## src/rtl/ibram_arbiter_pkg.sv

```systemverilog
// Shared types and defaults for the instruction scratch-RAM arbiter.
// Latency: n/a (types and constants only).
// Backpressure: n/a.
// Contents: response-owner enum, default address width and starvation limit.
package ibram_arbiter_pkg;

  // Word-address width of the instruction scratch RAM.
  localparam int IBRAM_ARB_ADDR_W = 14;

  // Consecutive loader-waiting cycles before the loader is forced through.
  // Legal range 1..15 (the counter is 4 bits wide).
  localparam int IBRAM_ARB_STARVE_LIMIT = 4;

  // Which requester owns the RAM read data returning this cycle.
  typedef enum logic [1:0] {
    IBRAM_IDLE      = 2'd0,
    IBRAM_FETCH_RD  = 2'd1,
    IBRAM_LOADER_RD = 2'd2
  } ibram_arb_owner_t;

endpackage

```

## src/rtl/ibram_arbiter_if.sv

```systemverilog
// Bundle of fetch, loader and RAM-side signals around the scratch-RAM arbiter.
// Latency: n/a (wires only).
// Backpressure: fetch sees f_ready, loader sees l_gnt; the RAM never stalls.
// Ports: fetch (f_*), loader (l_*), RAM (ram_*); modport slave = arbiter,
// modport master = requesters + RAM. IBRAM_ARB_WRITE_FLUSH_EN adds f_refetch.
interface ibram_arbiter_if
  import ibram_arbiter_pkg::*;
#(
  parameter int ADDR_W = IBRAM_ARB_ADDR_W
);

  // fetch side
  logic              f_req;
  logic [ADDR_W-1:0] f_addr;
  logic              f_flush;
  logic              f_ready;
  logic              f_data_valid;
  logic [31:0]       f_data;
`ifdef IBRAM_ARB_WRITE_FLUSH_EN
  logic              f_refetch;
`endif

  // loader side
  logic              l_req;
  logic              l_we;
  logic [3:0]        l_be;
  logic [ADDR_W-1:0] l_addr;
  logic [31:0]       l_wdata;
  logic              l_gnt;
  logic              l_rvalid;
  logic [31:0]       l_rdata;

  // RAM side
  logic              ram_en;
  logic [3:0]        ram_be;
  logic [ADDR_W-1:0] ram_addr;
  logic [31:0]       ram_wdata;
  logic [31:0]       ram_rdata;

  modport slave (
    input  f_req, f_addr, f_flush,
    input  l_req, l_we, l_be, l_addr, l_wdata,
    input  ram_rdata,
    output f_ready, f_data_valid, f_data,
    output l_gnt, l_rvalid, l_rdata,
    output ram_en, ram_be, ram_addr, ram_wdata
`ifdef IBRAM_ARB_WRITE_FLUSH_EN
    , output f_refetch
`endif
  );

  modport master (
    output f_req, f_addr, f_flush,
    output l_req, l_we, l_be, l_addr, l_wdata,
    output ram_rdata,
    input  f_ready, f_data_valid, f_data,
    input  l_gnt, l_rvalid, l_rdata,
    input  ram_en, ram_be, ram_addr, ram_wdata
`ifdef IBRAM_ARB_WRITE_FLUSH_EN
    , input f_refetch
`endif
  );

endinterface

```

## src/rtl/ibram_starve_counter.sv

```systemverilog
// Saturating count of cycles the loader has waited while fetch won the RAM.
// Latency: hit reflects the registered count, so it asserts the cycle after the limit is reached.
// Backpressure: none; clear has priority over increment.
// Ports: clk, rst, clr, inc in; hit out (count == LIMIT).
module ibram_starve_counter
  import ibram_arbiter_pkg::*;
#(
  parameter int LIMIT = IBRAM_ARB_STARVE_LIMIT
) (
  input  logic clk,
  input  logic rst,
  input  logic clr,
  input  logic inc,
  output logic hit
);

  localparam logic [3:0] LIM = 4'(LIMIT);

  logic [3:0] cnt;

  always_ff @(posedge clk or posedge rst) begin
    if (rst) begin
      cnt <= 4'd0;
    end else if (clr) begin
      cnt <= 4'd0;
    end else if (inc && (cnt != LIM)) begin
      cnt <= cnt + 4'd1;
    end
  end

  assign hit = (cnt == LIM);

endmodule

```

## src/rtl/ibram_arbiter.sv

```systemverilog
// Shares the single instruction scratch-RAM port between fetch (fixed priority) and the loader.
// Latency: accesses are issued combinationally; read data returns 1 cycle after issue.
// Backpressure: fetch stalls via f_ready only when the starved loader is forced; loader holds l_req until l_gnt.
// Ports: clk, rst (async, active high); bus = ibram_arbiter_if.slave (f_*, l_*, ram_*).
// Optional: IBRAM_ARB_WRITE_FLUSH_EN adds f_refetch, a one-cycle pulse after each granted loader write.
module ibram_arbiter
  import ibram_arbiter_pkg::*;
#(
  parameter int STARVE_LIMIT = IBRAM_ARB_STARVE_LIMIT
) (
  input  logic              clk,
  input  logic              rst,
  ibram_arbiter_if.slave    bus
);

  ibram_arb_owner_t state, state_nxt;

  logic starve_hit;
  logic force_l;
  logic fetch_win;
  logic l_gnt;

  // Loader has waited STARVE_LIMIT cycles: it takes this cycle and fetch is held off.
  assign force_l   = bus.l_req & starve_hit;
  assign fetch_win = bus.f_req & ~force_l;
  assign l_gnt     = bus.l_req & ~fetch_win;

  // f_ready must not look at f_req, so it is purely the force condition.
  assign bus.f_ready = ~force_l;
  assign bus.l_gnt   = l_gnt;

  ibram_starve_counter #(
    .LIMIT (STARVE_LIMIT)
  ) u_starve (
    .clk (clk),
    .rst (rst),
    .clr (l_gnt | ~bus.l_req),
    .inc (bus.l_req & fetch_win),
    .hit (starve_hit)
  );

  always_ff @(posedge clk or posedge rst) begin
    if (rst) begin
      state <= IBRAM_IDLE;
    end else begin
      state <= state_nxt;
    end
  end

  // RAM mux and response owner for the access issued this cycle.
  // A flush in the issue cycle lets the access go out but marks the slot unowned.
  always_comb begin
    state_nxt     = IBRAM_IDLE;
    bus.ram_en    = 1'b0;
    bus.ram_be    = 4'd0;
    bus.ram_addr  = bus.l_addr;
    bus.ram_wdata = bus.l_wdata;
    if (fetch_win) begin
      bus.ram_en   = 1'b1;
      bus.ram_addr = bus.f_addr;
      if (!bus.f_flush) begin
        state_nxt = IBRAM_FETCH_RD;
      end
    end else if (l_gnt) begin
      bus.ram_en = 1'b1;
      bus.ram_be = bus.l_we ? bus.l_be : 4'd0;
      if (!bus.l_we) begin
        state_nxt = IBRAM_LOADER_RD;
      end
    end
  end

  // A flush in the response cycle also drops the fetch word; loader reads ignore flush.
  assign bus.f_data_valid = (state == IBRAM_FETCH_RD) & ~bus.f_flush;
  assign bus.f_data       = bus.ram_rdata;
  assign bus.l_rvalid     = (state == IBRAM_LOADER_RD);
  assign bus.l_rdata      = bus.ram_rdata;

`ifdef IBRAM_ARB_WRITE_FLUSH_EN
  // Code may have been overwritten under the fetch unit: ask for a refetch.
  logic f_refetch_q;
  always_ff @(posedge clk or posedge rst) begin
    if (rst) begin
      f_refetch_q <= 1'b0;
    end else begin
      f_refetch_q <= l_gnt & bus.l_we;
    end
  end
  assign bus.f_refetch = f_refetch_q;
`endif

  // Fetch must not request while f_ready is low; such a request is dropped.
  a_fetch_protocol : assert property (@(posedge clk) disable iff (rst) bus.f_req |-> bus.f_ready);

endmodule

```

## src/flat_wrapper.sv

```systemverilog
// flat-port wrapper written by rule: the top's interface ports become plain ports
module ibram_arbiter_flat import ibram_arbiter_pkg::*;
#(
  parameter int STARVE_LIMIT = IBRAM_ARB_STARVE_LIMIT
)
  (clk, rst, bus_f_req, bus_f_addr, bus_f_flush, bus_l_req, bus_l_we, bus_l_be, bus_l_addr, bus_l_wdata, bus_ram_rdata, bus_f_ready, bus_f_data_valid, bus_f_data, bus_l_gnt, bus_l_rvalid, bus_l_rdata, bus_ram_en, bus_ram_be, bus_ram_addr, bus_ram_wdata);
  ibram_arbiter_if #(.ADDR_W(14)) bus_i ();
  input  logic clk;
  input  logic rst;
  input wire logic [$bits(bus_i.f_req)-1:0] bus_f_req;
  input wire logic [$bits(bus_i.f_addr)-1:0] bus_f_addr;
  input wire logic [$bits(bus_i.f_flush)-1:0] bus_f_flush;
  input wire logic [$bits(bus_i.l_req)-1:0] bus_l_req;
  input wire logic [$bits(bus_i.l_we)-1:0] bus_l_we;
  input wire logic [$bits(bus_i.l_be)-1:0] bus_l_be;
  input wire logic [$bits(bus_i.l_addr)-1:0] bus_l_addr;
  input wire logic [$bits(bus_i.l_wdata)-1:0] bus_l_wdata;
  input wire logic [$bits(bus_i.ram_rdata)-1:0] bus_ram_rdata;
  output wire logic [$bits(bus_i.f_ready)-1:0] bus_f_ready;
  output wire logic [$bits(bus_i.f_data_valid)-1:0] bus_f_data_valid;
  output wire logic [$bits(bus_i.f_data)-1:0] bus_f_data;
  output wire logic [$bits(bus_i.l_gnt)-1:0] bus_l_gnt;
  output wire logic [$bits(bus_i.l_rvalid)-1:0] bus_l_rvalid;
  output wire logic [$bits(bus_i.l_rdata)-1:0] bus_l_rdata;
  output wire logic [$bits(bus_i.ram_en)-1:0] bus_ram_en;
  output wire logic [$bits(bus_i.ram_be)-1:0] bus_ram_be;
  output wire logic [$bits(bus_i.ram_addr)-1:0] bus_ram_addr;
  output wire logic [$bits(bus_i.ram_wdata)-1:0] bus_ram_wdata;
  assign bus_i.f_req = bus_f_req;
  assign bus_i.f_addr = bus_f_addr;
  assign bus_i.f_flush = bus_f_flush;
  assign bus_i.l_req = bus_l_req;
  assign bus_i.l_we = bus_l_we;
  assign bus_i.l_be = bus_l_be;
  assign bus_i.l_addr = bus_l_addr;
  assign bus_i.l_wdata = bus_l_wdata;
  assign bus_i.ram_rdata = bus_ram_rdata;
  assign bus_f_ready = bus_i.f_ready;
  assign bus_f_data_valid = bus_i.f_data_valid;
  assign bus_f_data = bus_i.f_data;
  assign bus_l_gnt = bus_i.l_gnt;
  assign bus_l_rvalid = bus_i.l_rvalid;
  assign bus_l_rdata = bus_i.l_rdata;
  assign bus_ram_en = bus_i.ram_en;
  assign bus_ram_be = bus_i.ram_be;
  assign bus_ram_addr = bus_i.ram_addr;
  assign bus_ram_wdata = bus_i.ram_wdata;
  ibram_arbiter #(.STARVE_LIMIT(STARVE_LIMIT)) u_core (.clk(clk), .rst(rst), .bus(bus_i));
endmodule
```

## config.mk

```make
export PLATFORM = sky130hd
export DESIGN_NAME = ibram_arbiter_flat
export DESIGN_NICKNAME = d
export VERILOG_FILES = /design/src/rtl/ibram_arbiter_pkg.sv /design/src/rtl/ibram_arbiter_if.sv /design/src/rtl/ibram_starve_counter.sv /design/src/rtl/ibram_arbiter.sv /design/src/flat_wrapper.sv
export SDC_FILE = /design/constraint.sdc
export NUM_CORES = 1
export LEC_CHECK = 0
export CORE_AREA = 2 2 85 87
export DETAILED_ROUTE_END_ITERATION = 10
export DIE_AREA = 0 0 87 89
export PLACE_DENSITY = 0.77
export SLEW_MARGIN = 5
export SYNTH_ARGS = -nofsm -noshare
export SYNTH_HDL_FRONTEND = slang
export SYNTH_SLANG_ARGS = --single-unit
```

## constraint.sdc

```tcl
create_clock -name clk -period 2.7 [get_ports clk]
set_input_delay 0.27 -clock clk [delete_from_list [all_inputs] [get_ports clk]]
set_output_delay 0.27 -clock clk [all_outputs]
set_load 0.005 [all_outputs]
```

==> metrics.md, run 1 <==
| Metric | Value |
|---|---|
| Status | finished clean |
| Clk_lat worst skew | 0.22 ns |
| Initial core utilization | 0.1898 |
| Worst r2r dst | u_core.state[1]$_DFF_PP0_ |
| Clk sinks | 6 |
| Crit path largest cell delay | roughly 0.46 ns |
| DRC Markers | 0 |
| Clk buf depth | 2 |
| H-Tree Depth | 1 |
| Detailed Place HPWL | 2401 um |
| Cells after synthesis | between 100 and 150 |
| Area grow syn2layout | 0.09781% |
| Critical Path Slowest Stage Cell | clkdlybuf4s50_1 |
| Overall Power | 0.3702 mW |
| Hold_buf cts | 0 |
| Number of diodes | 0 |
| Number of synthesized flops with an enable pin | 0 |
| Post-synth ARST share | 1.000 |
| RSZ-0062 raised after global routing | false |
| GR Overflow Total | 0 |
| Worst r2r path cells | 5 |
| Sequential fraction of the synthesis area | 0.1178 |
| Tot GR Track Use | 0.06372 |
| Initial antenna violation count | 0 |
| CP max FO | 17 |
| Final min period | 2.413 ns |
| Setup TNS | 0 ns |
| Critical path endpoint category | output pin |
| Peak supply drop | approximately 140 uV |
| Setup bufs post-CTS | 0 |
| FF+latch count, synth | 6 |
| Post-synthesis simple-gate area fraction | 0.1079 |
| Syn Nets | 250 |
| HP Class | input pin to asynchronous set/reset pin |
| LEAKAGE | 0.5143 nW |
| Area leader, netlist | buf_4 |
| Capture point of the worst path | bus_ram_addr[11] |
| Crit path DAT | 2.14 ns |
| F_max | 414.4 MHz |
| Required @ worst endpoint | between 2 and 2.5 ns |
| Starting DRT DRC Count | 11 |
| Core Util, Final | 0.1899 |
| Max Transition Viols Final | 0 |
| Max Cap Viol | 0 |
| Final net count | 218 |
| Core area | 6719 um2 |
| Dominant synthesized flop cell | dfrtp_1 |
| Synth top cells by count | buf_4 (96), mux2_2 (7), mux2_4 (7) |
| CTS Buf Count | 3 |
| Worst path cell trace | inv_1 > ha_1 > nand4b_4 > nand2_4 > mux2_2 > clkdlybuf4s50_1 |
| Rows | 30 |
| Startpoint class of the critical path | flop |
| Routed Antenna Nets | 0 |
| Final Hold Violating Endpoints | 0 |
| Layout cells sized above 1 | 0.1964 |
| Synth Area in Compound Gates | 0.003925 |
| Placer Congestion | slightly above 0.7 |
| Yosys Warn Count | 0 |
| Drt via density | 3.646 |
| Clk slew on worst S/H paths | 0.04 ns |
| Boundary Pins | 221 |
| Largest family of logic cells by synthesized area | buffers and inverters |
| Via count | 700 |
| First-pass GRT wire length | 3650 um |
| R2R setup slack | 1.33 ns |
| Post-cts resize count | 0 |
| PD cells | about 290 nW/um2 |
| Worst Clk Skew | about 0.0017 ns |
| CTS tree | built |
| Count leader, synth | buf_4 |
| First-pass detailed-route iteration total | 3 |
| Crit Path Category | flop to output pin |
| Post-synthesis adder-cell area fraction | 0.01963 |
| CP startpoint | u_core.u_starve.cnt[0]$_DFFE_PP0P_ |
| Xor/xnor cell area share of the yosys netlist | 0.01374 |
| Synth top area share | 0.5653 |
| Distinct cells, synth | 22 |
| Reg2reg start | u_core.u_starve.cnt[0]$_DFFE_PP0P_ |
| Root Buffer | clkbuf_8 |
| Drt total wl | approximately 2800 um |
| Port bufs | 60 |
| Routed length per instance | approximately 15 um |
| Die Y | 89 um |
| Die area | 7743 um2 |
| Largest net degree at the start of global routing | 18 |
| Period utilization | 0.8939 |
| Post-Syn Area | 1275 um2 |
| Die X | 87 um |
| Area contributors post-synth | buf_4 (57%), dfrtp_1 (12%), mux2_4 (8.2%) |
| Vias in the first global route | 712 |
| Relative slew slack | 0.7531 |
| Final setup violation count | 0 |
| Slew @ Worst Pin | 0.3704 ns |
| Post-synthesis mux area share | 0.1443 |
| Syn avg cell area | 8.733 um2 |
-- state kept, by name, summed over array words and instances (netlist names) --
signal               cells
u_core.state             2
u_core.u_starve.cnt      4
-- metrics by stage --
stage / hold WS [ns] / std cells / area [um2] / worst slack, ns
CTS: 0.2783 / 192 / 1276 / 0.2592
finish: 0.2686 / 192 / 1276 / 0.2866
global placement: 0.4731 / 189 / 1235 / 0.3779
detailed placement: 0.4818 / 189 / 1235 / 0.3132
global route: 0.2949 / 192 / 1276 / 0.1380
floorplan: 0.06096 / 146 / 1275 / 1.081
-- cell type report --
type                            instances  area, um2
Timing Repair Buffer                   60      600.6
Sequential cell                         6      150.1
Multi-Input combinational cell         39      369.1
Inverter                                4      15.01
Tap cell                               80      100.1
Clock buffer                            3      41.29
Fill cell                             740       5443
-- worst max-delay path, delay by kind of cell (launching register included) --
| kind | cells | cell delay [ns] |
|---|---|---|
| buf+inv | 2 | 0.53 |
| flops | 1 | 0.40 |
| simple gates | 2 | 0.39 |
| mux | 1 | 0.37 |
| fa+ha+maj | 1 | 0.22 |
-- how the worst min path moves through the flow --
stage,slack [ns],cells after the start,end
3_5_place_dp,0.48,1,u_core.u_starve.cnt[0]$_DFFE_PP0P_
2_1_floorplan,0.06,1,u_core.state[0]$_DFF_PP0_
5_1_grt,0.29,2,u_core.u_starve.cnt[3]$_DFFE_PP0P_
4_1_cts,0.28,2,u_core.state[0]$_DFF_PP0_
6_report,0.27,2,u_core.state[0]$_DFF_PP0_
3_3_place_gp,0.47,1,u_core.u_starve.cnt[0]$_DFFE_PP0P_
-- layout by cell type, fill, tap and decap left out, drive strengths merged --
master,n
clkdlybuf4s50,60
mux2,14
dfrtp,6
nor2,5
and2,5
inv,4
clkbuf,3
nand3,2
ha,2
nand2,2
nand3b,1
xor2,1
nand4b,1
a21oi,1
nor3b,1
nor2b,1
and3b,1
or2,1
xnor2,1
-- routing by layer --
metal,vias up,GRT usage,wire (um)
met2,80,0.1055,1390
met5,-,0,0
li1,295,-,-
met1,296,0.05295,782
met3,29,0.04801,469
met4,0,0.04403,144
-- logic make-up (layout without fill, tap and decap cells) --
logic type                 after synthesis  count (layout)
muxes                                   14              14
DFF                                      6               6
xor gates and xnor gates                 2               2
adders and majority gates                2               2
buffers and inverters                  101              67
AOI/OAI and AO/OA                        1               1
and+or+nand+nor                         20              20
-- power breakdown --
part	switching, mW	internal, mW	total (mW)
Sequential	0.00189	0.0932	0.0951
Clock	0.0354	0.0955	0.131
Combinational	0.0390	0.105	0.144
Total	0.0762	0.294	0.370
Note: power is estimated with default switching activity, not from simulation.
==> inputs of run 2 (changes only) <==
--- a/config.mk
+++ b/config.mk
@@ -8,7 +8,7 @@
 export CORE_AREA = 2 2 85 87
 export DETAILED_ROUTE_END_ITERATION = 10
 export DIE_AREA = 0 0 87 89
-export PLACE_DENSITY = 0.77
+export PLACE_DENSITY = 0.73
 export SLEW_MARGIN = 5
 export SYNTH_ARGS = -nofsm -noshare
 export SYNTH_HDL_FRONTEND = slang
==> metrics.md, run 2 (same netlist as run 1, synthesis figures left out) <==
| Metric | Value |
|---|---|
| Setup slack after layout | 0.2791 ns (was 0.2866 ns) |
| Layout cells sized above 1 | 0.1964 (unchanged) |
| HP Class | input pin to asynchronous set/reset pin (unchanged) |
| Hold_buf cts | 0 (unchanged) |
| Setup bufs post-CTS | 0 (unchanged) |
| CP max FO | 17 (unchanged) |
| Root Buffer | clkbuf_8 (unchanged) |
| Hold Slack | 0.2582 ns (was 0.2686 ns) |
| First-pass detailed-route iteration total | 3 (unchanged) |
| Final Hold Violating Endpoints | 0 (unchanged) |
| F_max | 413.1 MHz (was 414.4 MHz) |
| Core area | 6719 um2 (unchanged) |
| Crit path largest cell delay | 0.45 ns (was 0.46 ns) |
| R2R setup slack | 1.32 ns (was 1.33 ns) |
| Routed Antenna Nets | 0 (unchanged) |
| Die Y | 89 um (unchanged) |
| Sequential cell area | 150.1 um2 (unchanged) |
| First-pass GRT wire length | 3774 um (was 3650 um) |
| PD cells | 296.6 nW/um2 (was 290.1 nW/um2) |
| LEAKAGE | 0.5143 nW (unchanged) |
| Tot GR Track Use | 0.06582 (was 0.06372) |
| Met1 Wirelength | 830 um (was 782 um) |
| Number of diodes | 0 (unchanged) |
| Clk_lat worst skew | 0.23 ns (was 0.22 ns) |
| Number of fill cells | 748 (was 740) |
| Relative slew slack | 0.7801 (was 0.7531) |
| Routed length per instance | 14.74 um (was 14.51 um) |
| Clk slew on worst S/H paths | 0.04 ns (about the same) |
| Detailed Place HPWL | 2394 um (was 2401 um) |
| Largest register FFs | 4 (unchanged) |
| Commonest non-fill, non-tap cells in the layout | clkdlybuf4s50_1 (60), mux2_4 (7), mux2_2 (7) (unchanged) |
| Startpoint class of the critical path | flop (unchanged) |
| DRC Markers | 0 (unchanged) |
| Placer Congestion | 0.6886 (was 0.7279) |
| GR Overflow Total | 0 (unchanged) |
| Required @ worst endpoint | 2.43 ns (about the same) |
| Metal3 WL | 514 um (was 469 um) |
| Critical path endpoint category | output pin (unchanged) |
| Routed wl met2 | 1326 um (was 1390 um) |
| Max Transition Viols Final | 0 (unchanged) |
| Multi-input logic area | 369.1 um2 (unchanged) |
| Leading cell type in the layout, fill and taps excluded | clkdlybuf4s50_1 (unchanged) |
| H-Tree Depth | 1 (unchanged) |
| Area grow syn2layout | 0.09781% (unchanged) |
| Slew @ Worst Pin | 0.3299 ns (was 0.3704 ns) |
| Setup TNS | 0 ns (unchanged) |
| Reg2reg start | u_core.u_starve.cnt[0]$_DFFE_PP0P_ (unchanged) |
| Crit Path Category | flop to output pin (unchanged) |
| Critical Path Slowest Stage Cell | clkdlybuf4s50_1 (unchanged) |
| Crit path DAT | 2.15 ns (was 2.14 ns) |
| Clk buf depth | 2 (unchanged) |
| Top reg by flops | u_core.u_starve.cnt (unchanged) |
| Status | finished clean (unchanged) |
| Max Cap Viol | 0 (unchanged) |
| Rows | 30 (unchanged) |
| Initial core utilization | 0.1898 (unchanged) |
| Worst path cell trace | inv_1 > ha_1 > nand4b_4 > nand2_4 > mux2_2 > clkdlybuf4s50_1 (unchanged) |
| Post-cts resize count | 0 (unchanged) |
| RSZ-0062 raised after global routing | false (unchanged) |
| CTS tree | built (unchanged) |
| Final net count | 218 (unchanged) |
| Largest net degree at the start of global routing | 18 (unchanged) |
| Via count | 689 (was 700) |
| Die area | 7743 um2 (unchanged) |
| Vias in the first global route | 745 (was 712) |
| Worst Clk Skew | 0.003792 ns (was 0.001737 ns) |
| Period utilization | 0.8966 (was 0.8939) |
| Top delay family on crit path | buffers and inverters (unchanged) |
| CP startpoint | u_core.u_starve.cnt[0]$_DFFE_PP0P_ (unchanged) |
| Die X | 87 um (unchanged) |
| Starting DRT DRC Count | 9 (was 11) |
| Largest regs | u_core.u_starve.cnt x4, u_core.state x2 (unchanged) |
| Drt via density | 3.589 (was 3.646) |
| Port bufs | 60 (unchanged) |
| Initial antenna violation count | 0 (unchanged) |
| Final min period | 2.421 ns (was 2.413 ns) |
| Dpl ws | 0.3141 ns (was 0.3132 ns) |
| Overall Power | 0.3785 mW (was 0.3702 mW) |
| Max layer used | met4 (unchanged) |
| Peak supply drop | 179.9 uV (was 137.6 uV) |
| Clk sinks | 6 (unchanged) |
| Boundary Pins | 221 (unchanged) |
| Drt total wl | 2831 um (was 2786 um) |
| Final setup violation count | 0 (unchanged) |
| CP bufs+invs | 2 (unchanged) |
| CTS Buf Count | 3 (unchanged) |
==> run 2: cell counts in the layout (fill, tap and decap cells not counted) <==
Identical to the previous run, type by type.
==> run 2: area by class of cell <==
| cell class | instances | area share |
|---|---|---|
| Timing Repair Buffer | 60 | 0.4706 |
| Multi-Input combinational cell | 39 | 0.2892 |
| Sequential cell | 6 | 0.1176 |
| Tap cell | 80 | 0.07843 |
| Clock buffer | 3 | 0.03235 |
| Inverter | 4 | 0.01176 |
==> run 2: per-layer routing <==
layer	up-vias	track usage
li1	293	-
met1	289	0.05843
met2	80	0.1027
met3	27	0.05078
met4	0	0.04688
met5	-	0
==> run 2: worst paths after layout <==
| path | to | cells after the start |
|---|---|---|
| setup / recovery | bus_ram_addr[11] | 6 |
| hold / removal | u_core.state[0]$_DFF_PP0_ | 2 |
| setup reg to reg | u_core.state[1]$_DFF_PP0_ | 5 |
| hold reg to reg | u_core.u_starve.cnt[0]$_DFFE_PP0P_ | 1 |
| max in group asynchronous | u_core.u_starve.cnt[3]$_DFFE_PP0P_ | 2 |
| min in group clk | u_core.u_starve.cnt[0]$_DFFE_PP0P_ | 1 |
==> run 2: stage by stage <==
step	area (um2)	cells	util
CTS	1276	192	0.1899
global placement	1235	189	0.1838
global route	1276	192	0.1899
detailed placement	1235	189	0.1838
finish	1276	192	0.1899
floorplan	1275	146	-
==> run 2: where the power goes <==
| part | switching (mW) | internal [mW] | total (mW) |
|---|---|---|---|
| registers | 0.00210 | 0.0932 | 0.0953 |
| logic | 0.0396 | 0.105 | 0.145 |
| clock network | 0.0423 | 0.0961 | 0.138 |
| total | 0.0840 | 0.295 | 0.379 |
